[config.mk]
export PLATFORM = sky130hd
export DESIGN_NAME = turf_prog_seq
export DESIGN_NICKNAME = d
export VERILOG_FILES = /design/src/rtl/turf_prog_pkg.sv /design/src/rtl/turf_prog_timer.sv /design/src/rtl/turf_prog_seq.sv
export SDC_FILE = /design/constraint.sdc
export NUM_CORES = 1
export LEC_CHECK = 0
export BUFFER_PORTS_ARGS = -buffer_cell sky130_fd_sc_hd__buf_2
export CORE_UTILIZATION = 39
export DETAILED_ROUTE_END_ITERATION = 10
export PLACE_DENSITY_LB_ADDON = 0.05
export SLEW_MARGIN = 30
export SYNTH_ARGS = -nofsm -noshare
export SYNTH_HDL_FRONTEND = slang
export SYNTH_SLANG_ARGS = --single-unit
[constraint.sdc]
create_clock -name clk_i -period 2.55 [get_ports clk_i]
set_clock_uncertainty 0.15 [all_clocks]
set_input_delay 0.1275 -clock clk_i [delete_from_list [all_inputs] [get_ports clk_i]]
set_output_delay 0.1275 -clock clk_i [all_outputs]
set_load 0.01 [all_outputs]
[src/rtl/turf_prog_pkg.sv]
// Shared types and constants for the TURF programming sequencer.
package turf_prog_pkg;

    typedef enum logic [3:0] {
        ST_IDLE,
        ST_PROG_LOW,
        ST_WAIT_INIT,
        ST_CNT_WR,
        ST_GET_WORD,
        ST_DAT_WR,
        ST_SHIFT,
        ST_PAD,
        ST_FINISH,
        ST_DONE,
        ST_ERROR
    } state_e;

    localparam logic        ADDR_CNT = 1'b0;
    localparam logic        ADDR_DAT = 1'b1;
    localparam logic [31:0] CNT_WORD = 32'h0000_001F;
    localparam logic [31:0] PAD_WORD = 32'hFFFF_FFFF;

    // The shifter's busy flag is registered, so it lags the data write.
    localparam logic [1:0]  SHIFT_GUARD_CLKS = 2'd2;

    function automatic logic [31:0] bitswap_bytes(input logic [31:0] w);
        logic [31:0] r;
        for (int i = 0; i < 32; i++) begin
            r[i] = w[(i / 8) * 8 + 7 - (i % 8)];
        end
        return r;
    endfunction

endpackage

[src/rtl/turf_prog_timer.sv]
// Loadable down-counter with expiry flag; shared by the PROG_B pulse
// and the INIT_B wait.
module turf_prog_timer #(
    parameter int unsigned W = 21
) (
    input  logic         clk_i,
    input  logic         rst_i,
    input  logic         load_i,
    input  logic [W-1:0] load_val_i,
    input  logic         en_i,
    output logic         expired_o
);

    logic [W-1:0] cnt_q;

    // NOTE: state registers use non-blocking assignments so every flop samples pre-edge values.
    always_ff @(posedge clk_i) begin
        if (rst_i) begin
            cnt_q <= '0;
        end else if (load_i) begin
            cnt_q <= load_val_i;
        end else if (en_i && cnt_q != '0) begin
            cnt_q <= cnt_q - W'(1);
        end
    end

    assign expired_o = (cnt_q == '0);

endmodule

[src/rtl/turf_prog_seq.sv]
// TURF configuration sequencer: PROG_B pulse, INIT_B wait, word feed to the
// shifter, DONE padding. Define TURF_PROG_BITSWAP_EN to bit-reverse each byte.
module turf_prog_seq
    import turf_prog_pkg::*;
#(
    parameter int unsigned PROG_PULSE_CLKS   = 1024,
    parameter int unsigned INIT_TIMEOUT_CLKS = 1048576,
    parameter int unsigned DONE_PAD_WORDS    = 8
) (
    input  logic        clk_i,
    input  logic        rst_i,
    input  logic        start_i,
    input  logic [31:0] s_tdata_i,
    input  logic        s_tvalid_i,
    output logic        s_tready_o,
    input  logic        s_tlast_i,
    output logic        sh_wr_o,
    output logic        sh_addr_o,
    output logic [31:0] sh_dat_o,
    input  logic        sh_busy_i,
    output logic        turf_prog_b_o,
    input  logic        turf_init_b_i,
    input  logic        turf_done_i,
    output logic        busy_o,
    output logic        done_o,
    output logic        err_o,
    output logic [23:0] word_count_o
);

    localparam int unsigned TMR_MAX = (PROG_PULSE_CLKS > INIT_TIMEOUT_CLKS) ?
                                      PROG_PULSE_CLKS : INIT_TIMEOUT_CLKS;
    localparam int unsigned TMR_W   = $clog2(TMR_MAX + 1);
    localparam int unsigned PAD_W   = (DONE_PAD_WORDS > 0) ? $clog2(DONE_PAD_WORDS + 1) : 1;

    localparam logic [TMR_W-1:0] PROG_LOAD = TMR_W'(PROG_PULSE_CLKS - 1);
    localparam logic [TMR_W-1:0] INIT_LOAD = TMR_W'(INIT_TIMEOUT_CLKS - 1);
    localparam logic [PAD_W-1:0] PAD_MAX   = PAD_W'(DONE_PAD_WORDS);

    state_e             state_q, state_d;
    logic               tmr_load, tmr_en, tmr_expired;
    logic [TMR_W-1:0]   tmr_load_val;
    logic [2:0]         init_sync_q;
    logic               init_ok;
    logic [31:0]        word_in, word_q;
    logic               last_q, pad_active_q;
    logic [PAD_W-1:0]   pad_cnt_q;
    logic [1:0]         guard_q;
    logic [23:0]        word_count_q;
    logic               run_start;

`ifdef TURF_PROG_BITSWAP_EN
    assign word_in = bitswap_bytes(s_tdata_i);
`else
    assign word_in = s_tdata_i;
`endif

    // Two synchroniser stages plus one more so INIT_B must be high on two consecutive synced samples.
    assign init_ok   = init_sync_q[1] && init_sync_q[2];
    assign run_start = (state_d == ST_PROG_LOW) && (state_q != ST_PROG_LOW);

    turf_prog_timer #(.W(TMR_W)) u_timer (
        .clk_i      (clk_i),
        .rst_i      (rst_i),
        .load_i     (tmr_load),
        .load_val_i (tmr_load_val),
        .en_i       (tmr_en),
        .expired_o  (tmr_expired)
    );

    always_ff @(posedge clk_i) begin
        if (rst_i) begin
            state_q <= ST_IDLE;
        end else begin
            state_q <= state_d;
        end
    end

    // NOTE: every output of this block gets a default first, so no path infers a latch.
    always_comb begin
        state_d      = state_q;
        tmr_load     = 1'b0;
        tmr_load_val = PROG_LOAD;
        tmr_en       = 1'b0;
        unique case (state_q)
            ST_IDLE, ST_DONE, ST_ERROR: begin
                if (start_i) begin
                    state_d  = ST_PROG_LOW;
                    tmr_load = 1'b1;
                end
            end
            ST_PROG_LOW: begin
                tmr_en = 1'b1;
                if (tmr_expired) begin
                    state_d      = ST_WAIT_INIT;
                    tmr_load     = 1'b1;
                    tmr_load_val = INIT_LOAD;
                end
            end
            ST_WAIT_INIT: begin
                tmr_en = 1'b1;
                if (init_ok) begin
                    state_d = ST_CNT_WR;
                end else if (tmr_expired) begin
                    state_d = ST_ERROR;
                end
            end
            ST_CNT_WR:   state_d = ST_GET_WORD;
            // During padding this state is only the spacer between the two writes.
            ST_GET_WORD: if (pad_active_q || s_tvalid_i) state_d = ST_DAT_WR;
            ST_DAT_WR:   state_d = ST_SHIFT;
            ST_SHIFT: begin
                if (guard_q == '0 && !sh_busy_i) begin
                    if (pad_active_q && turf_done_i) begin
                        state_d = ST_FINISH;
                    end else if (pad_active_q || last_q) begin
                        state_d = ST_PAD;
                    end else begin
                        state_d = ST_CNT_WR;
                    end
                end
            end
            ST_PAD: begin
                if (turf_done_i) begin
                    state_d = ST_FINISH;
                end else if (pad_cnt_q < PAD_MAX) begin
                    state_d = ST_CNT_WR;
                end else begin
                    state_d = ST_ERROR;
                end
            end
            ST_FINISH: state_d = ST_DONE;
            default:   state_d = ST_IDLE;
        endcase
    end

    always_ff @(posedge clk_i) begin
        if (rst_i) begin
            init_sync_q  <= '0;
            word_q       <= '0;
            last_q       <= 1'b0;
            pad_active_q <= 1'b0;
            pad_cnt_q    <= '0;
            guard_q      <= '0;
            word_count_q <= '0;
        end else begin
            init_sync_q <= {init_sync_q[1:0], turf_init_b_i};

            if (run_start) begin
                last_q       <= 1'b0;
                pad_active_q <= 1'b0;
                pad_cnt_q    <= '0;
                word_count_q <= '0;
            end

            if (state_q == ST_GET_WORD) begin
                if (pad_active_q) begin
                    word_q <= PAD_WORD;
                end else if (s_tvalid_i) begin
                    word_q <= word_in;
                    last_q <= s_tlast_i;
                    if (word_count_q != '1) begin
                        word_count_q <= word_count_q + 24'd1;
                    end
                end
            end

            if (state_q == ST_DAT_WR) begin
                guard_q <= SHIFT_GUARD_CLKS;
            end else if (guard_q != '0) begin
                guard_q <= guard_q - 2'd1;
            end

            if (state_q == ST_PAD && state_d == ST_CNT_WR) begin
                pad_active_q <= 1'b1;
                pad_cnt_q    <= pad_cnt_q + PAD_W'(1);
            end
        end
    end

    assign s_tready_o    = (state_q == ST_GET_WORD) && !pad_active_q;
    assign sh_wr_o       = (state_q == ST_CNT_WR) || (state_q == ST_DAT_WR);
    assign sh_addr_o     = (state_q == ST_DAT_WR) ? ADDR_DAT : ADDR_CNT;
    assign sh_dat_o      = (state_q == ST_CNT_WR) ? CNT_WORD :
                           (state_q == ST_DAT_WR) ? word_q : 32'h0;
    assign turf_prog_b_o = (state_q != ST_PROG_LOW);
    assign busy_o        = !(state_q inside {ST_IDLE, ST_DONE, ST_ERROR});
    assign done_o        = (state_q == ST_FINISH) || (state_q == ST_DONE);
    assign err_o         = (state_q == ST_ERROR);
    assign word_count_o  = word_count_q;

endmodule

; Word-level counts from Yosys, hierarchy flattened
; Index checks and enable logic that the tools add are counted.
[totals]
register_bits = 92
latch_bits = 0
mem_bits_rw = 0
rom_bits = 0
inputBits = 40
word_cells = 96
n_memories = 0
[classes]
addsub = 4
n_mul = 0
n_div = 0
order_cmp = 1
eq_ne = 14
n_shift = 0
n_mux = 39
bitwise = 0
reduce_logical = 28
[ops]
columns = op, n
row1 = 32-bit 2-to-1 mux, 4
row2 = 24-bit 2-to-1 mux, 5
row3 = 4-bit 2-to-1 mux, 11
row4 = 21-bit 2-to-1 mux, 2
row5 = 20-bit 2-to-1 mux, 2
row6 = 4-bit case mux with 9 select lines, 1
row7 = 24-bit by 1-bit adder with 24-bit output (second input constant), 1
row8 = 24-bit != test (second input constant), 1
row9 = 21-bit zero test, 1
row10 = 21-bit nonzero test, 1
row11 = 21-bit by 1-bit subtractor with 21-bit output (second input constant), 1
row12 = 4-bit by 3-bit equality test with 1-bit output (second input constant), 4
row13 = 4-bit by 2-bit equality test with 1-bit output (second input constant), 3
row14 = 4-bit equality test (second input constant), 3
row15 = 1-bit 2-to-1 mux, 10
row16 = 2-bit nonzero test, 5
row17 = 4-bit by 1-bit equality test with 1-bit output (second input constant), 2
row18 = 1-bit logical AND, 7
row19 = 4-bit by 1-bit adder with 4-bit output (second input constant), 1
row20 = 4-bit zero test, 1
row21 = 1-bit logical OR, 4
row22 = 4-bit < comparator (second input constant), 1
row23 = 2-bit 2-to-1 mux, 2
row24 = 4-bit by 1-bit != test with 1-bit output (second input constant), 1
row25 = 9 further kinds, 12

; Longest topological paths before layout
; Gate-level depths: netlist (run 1).
[logic_depth]
word_depth = 12
mapped_depth = 9
depth_no_buf = 8

; Modules after synthesis
; A second synthesis (run 1) with hierarchy kept.
[unflattened]
cells_unflattened = 546
area_unflattened_um2 = 4620.7
[modules_own_cells]
columns = mod, n_inst, cells_per_inst, area_per_inst_um2
row1 = turf_prog_seq, 1, 398, 3345.7
row2 = turf_prog_timer, 1, 148, 1275.0

; Worst setup path after synthesis (run 1)
; OpenSTA, ideal clock, no wires.
[synth_path]
path_type = reg-to-reg
start = register word_count_q[0] (netlist: word_count_o[0])
end = register word_count_q[1] (netlist: word_count_o[1])
arrival_time_ps = 2052
required_time_ps = 2283
slack_ps = 231
stages_incl_launch_ff = 9
n_path_buf = 2
period_less_slack_ps = 2319
cell_sequence = dfxtp_1 -> ha_1 -> nand4_1 -> nor4_4 -> a31oi_1 -> and2_1 -> buf_2 -> buf_2 -> a22o_1
[synth_via]
elab_chain_len = 5
[synth_rtl]
columns = item, line
row1 = start: declaration, turf_prog_seq.sv:48  ; logic [23:0] word_count_q;
row2 = start signal: assignment, turf_prog_seq.sv:162  ; word_count_q <= word_count_q + 24'd1;
row3 = 24-bit by 1-bit adder with 24-bit output or 24-bit != test (tied branches), "turf_prog_seq.sv:162, turf_prog_seq.sv:161"
row4 = 24-bit 2-to-1 mux *, turf_prog_seq.sv:161  ; if (word_count_q != '1) begin
row5 = 24-bit 2-to-1 mux *, turf_prog_seq.sv:158  ; end else if (s_tvalid_i) begin
row6 = 24-bit 2-to-1 mux *, turf_prog_seq.sv:156  ; if (pad_active_q) begin
row7 = 24-bit 2-to-1 mux *, turf_prog_seq.sv:155  ; if (state_q == ST_GET_WORD) begin
; Every way passes the cells marked *; elsewhere a longest branch is shown, timed or not.
; A chain may end at the register's enable or synchronous reset.

; Final worst setup path (run 1)
[layout_path]
start = register word_count_q[0] (netlist: word_count_o[0])
end = register word_count_q[9] (netlist: word_count_o[9])
; Same word-level chain as after synthesis.

==> results of run 1 <==
[synthesized netlist by cell type, types with 2 or more instances]
library cell	n	area share (%)
dfxtp_1	92	42
nor2_1	38	3.3
nand2_1	34	2.9
a21oi_1	32	3.7
o221a_2	32	8.3
and2_1	29	4.2
nand3_1	24	2.8
o21ai_0	20	2.3
clkbuf_1	19	1.6
o21ai_1	19	2.2
xor2_1	13	2.6
nor3_1	12	1.4
a31oi_1	11	1.6
buf_2	9	1.0
nor4_1	9	1.3
nand4_1	8	1.2
o31ai_1	8	1.4
inv_1	6	0.52
or3_1	6	0.86
a21o_1	5	0.86
and3_1	5	0.72
nand2b_1	5	0.72
nor2b_1	5	0.72
xnor2_1	5	1.0
and4_1	4	0.80
ha_1	3	0.86
or2_2	3	0.43
nor3_2	2	0.46
nor4_2	2	0.57
or4_1	2	0.34
[kinds of logic after synthesis]
logic type,share of synthesized area (%)
compound gates,23.0
simple gates,26.6
flops,42.3
xor+xnor,3.62
fa+ha+maj,1.09
buf+inv,3.36
[worst register-to-register path, cell delays in order, from the launching register on]
cell and delay, ns:
dfxtp_1 0.42, ha_1 0.27, nand4_1 0.20, nor4_4 0.37, a311o_1 0.27, buf_12 0.18, a31oi_1 0.06, o21ai_0 0.16
o31ai_1 0.09
[power breakdown]
| group | switching (mW) | total, mW | internal [mW] | leakage [nW] |
|---|---|---|---|---|
| Clock | 0.499 | 0.898 | 0.399 | 0.0872 |
| Combinational | 0.187 | 0.349 | 0.162 | 1.57 |
| Sequential | 0.0395 | 1.51 | 1.47 | 0.745 |
[registers in the layout, indices dropped and copies added (netlist names)]
signal and count:
word_count_o 24, u_timer.cnt_q 21, init_sync_q 3, pad_active_q 1, guard_q 2, word_q 32
last_q 1, pad_cnt_q 4, state_q 4
[final timing paths]
check	slack (ns)	endpoint	from	cells after the start
setup / recovery	0.27	word_count_o[9]	word_count_o[0]	8
hold / removal	0.07	state_q[1]	start_i	4
setup reg to reg	0.27	word_count_o[9]	word_count_o[0]	8
hold reg to reg	0.29	init_sync_q[1]	init_sync_q[0]	1
[layer usage]
metal	up-vias	GRT usage, %
li1	2096	-
met1	1892	25.4
met2	100	30.5
met3	10	2.97
met4	0	7.73
met5	-	0
[layout make-up]
type | count | share of cell area [%]
clock buffers | 11 | 2.69
clock inverters | 4 | 0.445
inverters | 7 | 0.467
multi-input cells | 365 | 42.3
flip-flops and latches | 92 | 32.7
well taps | 140 | 3.11
repair buffers | 157 | 18.2
[cell usage in the layout (no fill, tap or decap), types with 4 or more instances in the layout]
master,count
clkbuf_8,11
a31oi_1,11
a21oi_1,32
dfxtp_1,91
nand4_1,8
o21ai_1,19
or3_1,6
nand3_1,24
and2_1,28
nor3_1,12
nand2b_1,5
dlygate4sd3_1,36
buf_4,18
xor2_1,13
inv_1,6
o221a_2,32
xnor2_1,5
o31ai_1,8
and4_1,4
nor2_1,37
buf_2,102
nand2_1,34
a21o_1,5
o21ai_0,20
and3_1,5
nor4_1,9
nor2b_1,5
[through the flow]
step	util, %	std cells	total power, mW	hold slack, ns	setup slack [ns]
after CTS	51.8	774	2.80	0.0583	0.0990
after detailed placement	46.8	723	1.85	0.233	0.116
after global routing	51.9	776	2.90	0.124	0.0438
after global placement	46.8	723	1.84	0.228	0.198
final	51.9	776	2.76	0.0722	0.269
after floorplan	-	493	1.74	0.106	0.231
[what timing repair did]
item / in CTS / in global routing
pin swaps: 0 / 1
buffers inserted: 0 / 2
hold endpoints to repair: 40 / 0
endpoints found under the setup margin: 17 / 36
gates resized for setup: 1 / 2
hold buffers: 36 / 0
==> impl_metrics.json, run 1 <==
{
  "diodes": 0,
  "drc": 0,
  "io_pins": 103,
  "setup.worst_path.start_class": "register",
  "die_h_um": 108,
  "placed_area_um2": 5070,
  "antenna_left": 0,
  "critPathBufInv": 1,
  "viasPerCell": 5.28,
  "io_buffers": 102,
  "cts_max_level": 3,
  "cts_tree": "done",
  "fp.dieW_um": 108,
  "status": "finished, final reports clean",
  "initial_core_util_pct": 40.1,
  "powerDensity_nw_per_um2": 490,
  "met1_length_um": 5310,
  "hold_class": "in -> reg",
  "cts_buffers": 9,
  "syn_to_final_growth_pct": 29.3,
  "top_layer_used": "met4",
  "final_hold_viol_count": 0,
  "grt_pass1_vias": 3627,
  "grt_pass1_wl_um": 17500,
  "cts_buffer_depth": 2,
  "grt.overflow.total": 0,
  "routed_wl_um": 10900,
  "fin_setup_tns_ns": 0,
  "drive_gt1_share_pct": 30.0,
  "antenna_found_initial": 0,
  "cpLargestDelayFamily": "simple AND/OR/NAND/NOR gates",
  "drt_iter0_drc": 260,
  "fillers": 1011,
  "async_flop_share_pct": 0,
  "irDropWorstVdd_mv": 0.278,
  "rsz0062_at_grt": "false",
  "dpl.hpwl_um": 7370,
  "cp-end-kind": "register",
  "drtPass1Iterations": 4,
  "leakage_nw": 2.40,
  "period_minus_slack_ns": 2.28,
  "wl_per_cell_um": 14.1,
  "clk_pin_slew_ns": 0.09,
  "place.gp.congestion": 0.800,
  "wl_met3_um": 514,
  "cp.arrival_ns": 2.38,
  "cp_slowest_cell": "dfxtp_1",
  "critPathMaxStageDelay_ns": 0.42,
  "grt_max_degree": 35,
  "wl_met2_um": 4950,
  "max_freq_mhz": 438,
  "synth-edff-count": 0,
  "cp_data_required_time_ns": 2.65,
  "ys_warn_count": 0,
  "fin_area_um2": 5630,
  "crit_path_max_fanout": 28,
  "root_buffer": "clkbuf_8",
  "period_share_pct": 89.4,
  "cts.sinks": 92,
  "finalMaxSlewViolations": 0,
  "clk_latency_ns": 0.36,
  "synth.distinct_cells": 61,
  "critPathKind": "reg -> reg",
  "multi_input_area_um2": 2380,
  "rows": 38,
  "synth.avg_cell_area_um2": 8.83,
  "drv_cap": 0,
  "core_area_um2": 10800,
  "synth_nets": 536,
  "tightest_slew_ns": 0.614,
  "track_usage_pct": 19.0,
  "die_area_um2": 11600,
  "ys_ff_latch": 92,
  "nets": 675,
  "finalSetupViolations": 0,
  "regArea_um2": 1840,
  "vias": 4098,
  "ys_seq_area_share_pct": 42.3,
  "synthCells": 493,
  "slew_headroom_pct": 58.7,
  "synthFlopType": "dfxtp_1",
  "synth_area_um2": 4350,
  "crit_chain": "ha_1 > nand4_1 > nor4_4 > a311o_1 > buf_12 > a31oi_1 > o21ai_0 > o31ai_1"
}
Power figures use the tool's default switching activity.
==> run 2: changes to the inputs <==
--- a/config.mk
+++ b/config.mk
@@ -8,7 +8,7 @@
 export BUFFER_PORTS_ARGS = -buffer_cell sky130_fd_sc_hd__buf_2
 export CORE_UTILIZATION = 39
 export DETAILED_ROUTE_END_ITERATION = 10
-export PLACE_DENSITY_LB_ADDON = 0.05
+export PLACE_DENSITY_LB_ADDON = 0.15
 export SLEW_MARGIN = 30
 export SYNTH_ARGS = -nofsm -noshare
 export SYNTH_HDL_FRONTEND = slang
==> run 2 against run 1 <==
Sequential cell count did not move. Maximum frequency decreased by 3.2%. Critical endpoint is now last_q. Sequential power about the same. First-iteration DRC count rose by 2.7%. Via count increased by 1.1%. Hold slack gained 0.012 ns. Critical path type unchanged.
==> impl_metrics.json, run 2 (synthesis results as in run 1) <==
{
  "nets": 678,
  "setup.worst_path.start_class": "register",
  "fillers": 1017,
  "swShare_pct": 24.3,
  "fp.dieW_um": 108,
  "initial_core_util_pct": 40.1,
  "total_power_mw": 3.09,
  "grt.overflow.total": 0,
  "die_area_um2": 11600,
  "status": "finished, final reports clean",
  "cts_max_level": 3,
  "drive_gt1_share_pct": 30.2,
  "cpLargestDelayFamily": "buffers and inverters",
  "cp-end-kind": "register",
  "dpl.hpwl_um": 7490,
  "core_area_um2": 10800,
  "drt_iter0_drc": 267,
  "placed_cells": 728,
  "max_freq_mhz": 425,
  "setup_slack_ns": 0.195,
  "layout_common_cells": "102 x buf_2, 92 x dfxtp_1, 38 x nor2_1, 36 x dlygate4sd3_1, 34 x nand2_1",
  "final_util_pct": 52.7,
  "clk_pin_slew_ns": 0.10,
  "fin_area_um2": 5710,
  "die_h_um": 108,
  "regMostFlops": "word_q",
  "routed_wl_um": 11000,
  "hold_ws_ns": 0.0845,
  "place.gp.congestion": 0.811,
  "finalSetupViolations": 0,
  "tightest_slew_ns": 0.608,
  "period_share_pct": 92.4,
  "drtPass1Iterations": 5,
  "crit_path_max_fanout": 12,
  "irDropWorstVdd_mv": 0.308,
  "clk_latency_ns": 0.37,
  "drv_cap": 0,
  "critPathMaxStageDelay_ns": 0.56,
  "grt_pass1_vias": 3880,
  "root_buffer": "clkbuf_8",
  "drc": 0,
  "grt_pass1_wl_um": 18100,
  "antenna_left": 0,
  "io_pins": 103,
  "syn_to_final_growth_pct": 31.2,
  "cts_tree": "done",
  "clkPwrFrac_pct": 39.9,
  "cts_buffers": 9,
  "cts.sinks": 92,
  "io_buffers": 102,
  "p_int_mw": 2.34,
  "postCtsSetupBuffers": 0,
  "track_usage_pct": 19.6,
  "placed_area_um2": 5090,
  "critPathKind": "reg -> reg",
  "p_sw_mw": 0.752,
  "cp_slowest_cell": "dlygate4sd3_1",
  "largest_reg_flops": 32,
  "rows": 38,
  "wl_per_cell_um": 14.1,
  "hold_class": "in -> reg",
  "rsz0062_at_grt": "false",
  "fin_setup_tns_ns": 0,
  "power.share.sequential_pct": 48.6,
  "powerDensity_nw_per_um2": 542,
  "cp_data_required_time_ns": 2.66,
  "final_common_cell": "buf_2",
  "finalMaxSlewViolations": 0,
  "p_comb_share_pct": 11.5,
  "cp.arrival_ns": 2.46,
  "vias": 4145,
  "period_minus_slack_ns": 2.36,
  "crit_chain": "buf_4 > xnor2_1 > a21oi_1 > or3_1 > and3_1 > a31oi_1 > dlygate4sd3_1 > nor2_1",
  "antenna_found_initial": 0,
  "viasPerCell": 5.31,
  "diodes": 0,
  "critPathBufInv": 2,
  "layoutNonFillerInstCount": 780,
  "pre_cts_ws_ns": 0.142,
  "cts_buffer_depth": 2,
  "slew_headroom_pct": 59.1,
  "grt_max_degree": 37,
  "final_hold_viol_count": 0,
  "leakage_nw": 2.44
}
[run 2: area by class of cell]
| class | count | area (um^2) | area share [%] |
|---|---|---|---|
| multi-input cells | 365 | 2370 | 41.6 |
| flip-flops and latches | 92 | 1840 | 32.3 |
| repair buffers | 160 | 1040 | 18.1 |
| well taps | 140 | 175 | 3.07 |
| clock buffers | 11 | 151 | 2.65 |
| clock inverters | 5 | 106 | 1.86 |
| inverters | 7 | 26.3 | 0.460 |
[run 2: power by group through the flow]
stage / Combinational (mW) / Sequential, mW / Clock, mW
2_1_floorplan: 0.214 / 1.53 / 0
3_3_place_gp: 0.309 / 1.54 / 0
3_5_place_dp: 0.315 / 1.54 / 0
4_1_cts: 0.358 / 1.50 / 1.27
5_1_grt: 0.399 / 1.51 / 1.32
6_report: 0.357 / 1.50 / 1.23
[run 2: metal layers]
layer / GRT usage, % / routed length, um
met5: 0 / 0
met4: 7.83 / 158
met3: 3.33 / 505
met2: 32.5 / 5100
met1: 25.3 / 5260
[run 2: path summary, 6_finish.rpt]
kind,startpoint,to,slack (ns),cells past startpoint
max,state_q[3],last_q,0.19,8
min,start_i,state_q[1],0.08,4
max reg2reg,state_q[3],last_q,0.19,8
min reg2reg,init_sync_q[0],init_sync_q[1],0.30,1
[run 2: what timing repair did]
action | in CTS | in global routing
hold endpoints to repair | 43 | 0
hold buffers | 36 | 0
resized for setup | 0 | 1
setup endpoints to repair | 0 | 14
[run 2: worst register-to-register path, cell delays in order, from the launching register on]
cell and delay, ns:
dfxtp_1 0.35, buf_4 0.19, xnor2_1 0.13, a21oi_1 0.12, or3_1 0.39, and3_1 0.21
a31oi_1 0.12, dlygate4sd3_1 0.56, nor2_1 0.04
==> run 3: changes to the inputs <==
--- a/config.mk
+++ b/config.mk
@@ -9,6 +9,7 @@
 export CORE_UTILIZATION = 39
 export DETAILED_ROUTE_END_ITERATION = 10
 export PLACE_DENSITY_LB_ADDON = 0.15
+export RECOVER_POWER = 25
 export SLEW_MARGIN = 30
 export SYNTH_ARGS = -nofsm -noshare
 export SYNTH_HDL_FRONTEND = slang
==> run 3 against run 2 <==
Utilization fell by 0.58 points. Critical path depth did not move. Global-route usage did not move. Maximum frequency fell by 0.92%. Register-to-register slack got worse by 0.02 ns. Critical endpoint unchanged. Setup slack got worse by 0.022 ns.
==> impl_metrics.json, run 3 (synthesis results as in run 1) <==
{
  "critPathBufInv": 2,
  "rsz0062_at_grt": "false",
  "cts_tree": "done",
  "clk_pin_slew_ns": 0.09,
  "finalMaxSlewViolations": 0,
  "vias": 4140,
  "fp.dieW_um": 108,
  "clkPwrFrac_pct": 39.9,
  "p_sw_mw": 0.750,
  "power.share.sequential_pct": 48.6,
  "antenna_left": 0,
  "io_pins": 103,
  "die_area_um2": 11600,
  "leakage_nw": 2.32,
  "syn_to_final_growth_pct": 29.8,
  "grt_max_degree": 37,
  "track_usage_pct": 19.6,
  "drc": 0,
  "postCtsSetupBuffers": 0,
  "cp_data_required_time_ns": 2.64,
  "cts.sinks": 92,
  "wl_met3_um": 503,
  "root_buffer": "clkbuf_8",
  "wl_met2_um": 5110,
  "drtPass1Iterations": 4,
  "setup.worst_path.start_class": "register",
  "hold_ws_ns": 0.0908,
  "initial_core_util_pct": 40.1,
  "die_h_um": 108,
  "slew_headroom_pct": 52.6,
  "grt_pass1_vias": 3880,
  "fin_setup_tns_ns": 0,
  "r2r_start": "state_q[3]",
  "crit_cells": 8,
  "cts_buffer_depth": 2,
  "cp.arrival_ns": 2.46,
  "grt_pass1_wl_um": 18100,
  "drv_cap": 0,
  "cpLargestDelayFamily": "buffers and inverters",
  "critPathKind": "reg -> reg",
  "period_share_pct": 93.2,
  "period_minus_slack_ns": 2.38,
  "largest_reg_flops": 32,
  "startpoint": "state_q[3]",
  "rows": 38,
  "drt_iter0_drc": 292,
  "final_common_cell": "dfxtp_1",
  "powerDensity_nw_per_um2": 547,
  "irDropWorstVdd_mv": 0.308,
  "cp_slowest_cell": "dlygate4sd3_1",
  "viasPerCell": 5.31,
  "regMostFlops": "word_q",
  "core_area_um2": 10800,
  "status": "finished, final reports clean",
  "finalSetupViolations": 0,
  "place.gp.congestion": 0.811,
  "clk_latency_ns": 0.37,
  "max_freq_mhz": 421,
  "wl_per_cell_um": 14.2,
  "r2r_setup_slack_ns": 0.17,
  "met1_length_um": 5290,
  "diodes": 0,
  "dpl.hpwl_um": 7490,
  "grt.overflow.total": 0,
  "top_layer_used": "met4",
  "cp-end-kind": "register",
  "routed_wl_um": 11100,
  "io_buffers": 102,
  "crit_path_max_fanout": 12,
  "r2r-end": "last_q",
  "nets": 678,
  "tightest_slew_ns": 0.710,
  "cts_buffers": 9,
  "p_comb_share_pct": 11.5,
  "cts_max_level": 3,
  "hold_class": "in -> reg",
  "antenna_found_initial": 0,
  "critPathMaxStageDelay_ns": 0.56,
  "drive_gt1_share_pct": 25.6,
  "final_hold_viol_count": 0,
  "rr_worst_depth": 8,
  "cp-endpoint": "last_q",
  "p_int_mw": 2.34,
  "crit_chain": "buf_4 > xnor2_1 > a21oi_1 > or3_1 > and3_1 > a31oi_1 > dlygate4sd3_1 > nor2_1",
  "layout_common_cells": "92 x dfxtp_1, 78 x buf_2, 38 x nor2_1, 36 x dlygate4sd3_1, 34 x nand2_1",
  "swShare_pct": 24.3
}
run 3: what timing repair did:
| action | in CTS | in global routing |
|---|---|---|
| hold buffers | 36 | 0 |
| endpoints found under the hold margin | 43 | 0 |
| setup endpoints to repair | 0 | 14 |
| gates resized for setup | 0 | 1 |
run 3: through the flow:
stage | instances | power [mW] | setup WS (ns) | utilization (%) | instance area, um^2
6_report | 780 | 3.09 | 0.173 | 52.1 | 5650
5_1_grt | 780 | 3.23 | 0.0106 | 52.1 | 5650
4_1_cts | 780 | 3.13 | 0.124 | 52.7 | 5710
3_5_place_dp | 728 | 1.85 | 0.142 | 47.0 | 5090
3_3_place_gp | 728 | 1.84 | 0.236 | 47.0 | 5090
2_1_floorplan | 493 | 1.74 | 0.231 | - | 4350
run 3: layer usage:
metal	up-vias	track usage, %
met3	13	3.33
li1	2111	-
met4	0	7.83
met5	-	0
met2	97	32.5
met1	1919	25.3
run 3: final cells by class:
cell class              count  area, um^2
fillers                  1040        5190
clock buffers              11         151
repair buffers            160         988
inverters                   7        26.3
multi-input cells         365        2360
well taps                 140         175
clock inverters             5         106
flip-flops and latches     92        1840
run 3: worst min path at each step:
stage,slack (ns),to,depth (start not counted),from
global placement,0.20,init_sync_q[0],2,turf_init_b_i
global route,0.16,state_q[2],6,sh_busy_i
detailed placement,0.19,init_sync_q[0],2,turf_init_b_i
finish,0.09,state_q[1],4,start_i
floorplan,0.11,init_sync_q[0],1,turf_init_b_i
CTS,0.07,state_q[1],4,start_i
run 3: power groups by stage:
stage | logic [mW] | clock network (mW) | registers, mW
2_1_floorplan | 0.214 | 0 | 1.53
3_3_place_gp | 0.309 | 0 | 1.54
3_5_place_dp | 0.315 | 0 | 1.54
4_1_cts | 0.358 | 1.27 | 1.50
5_1_grt | 0.396 | 1.32 | 1.51
6_report | 0.354 | 1.23 | 1.50
run 3: worst register-to-register path, cell delays in order, from the launching register on:
cell,delay [ns]
dfxtp_1,0.35
buf_4,0.19
xnor2_1,0.13
a21oi_1,0.12
or3_1,0.39
and3_1,0.21
a31oi_1,0.12
dlygate4sd3_1,0.56
nor2_1,0.04
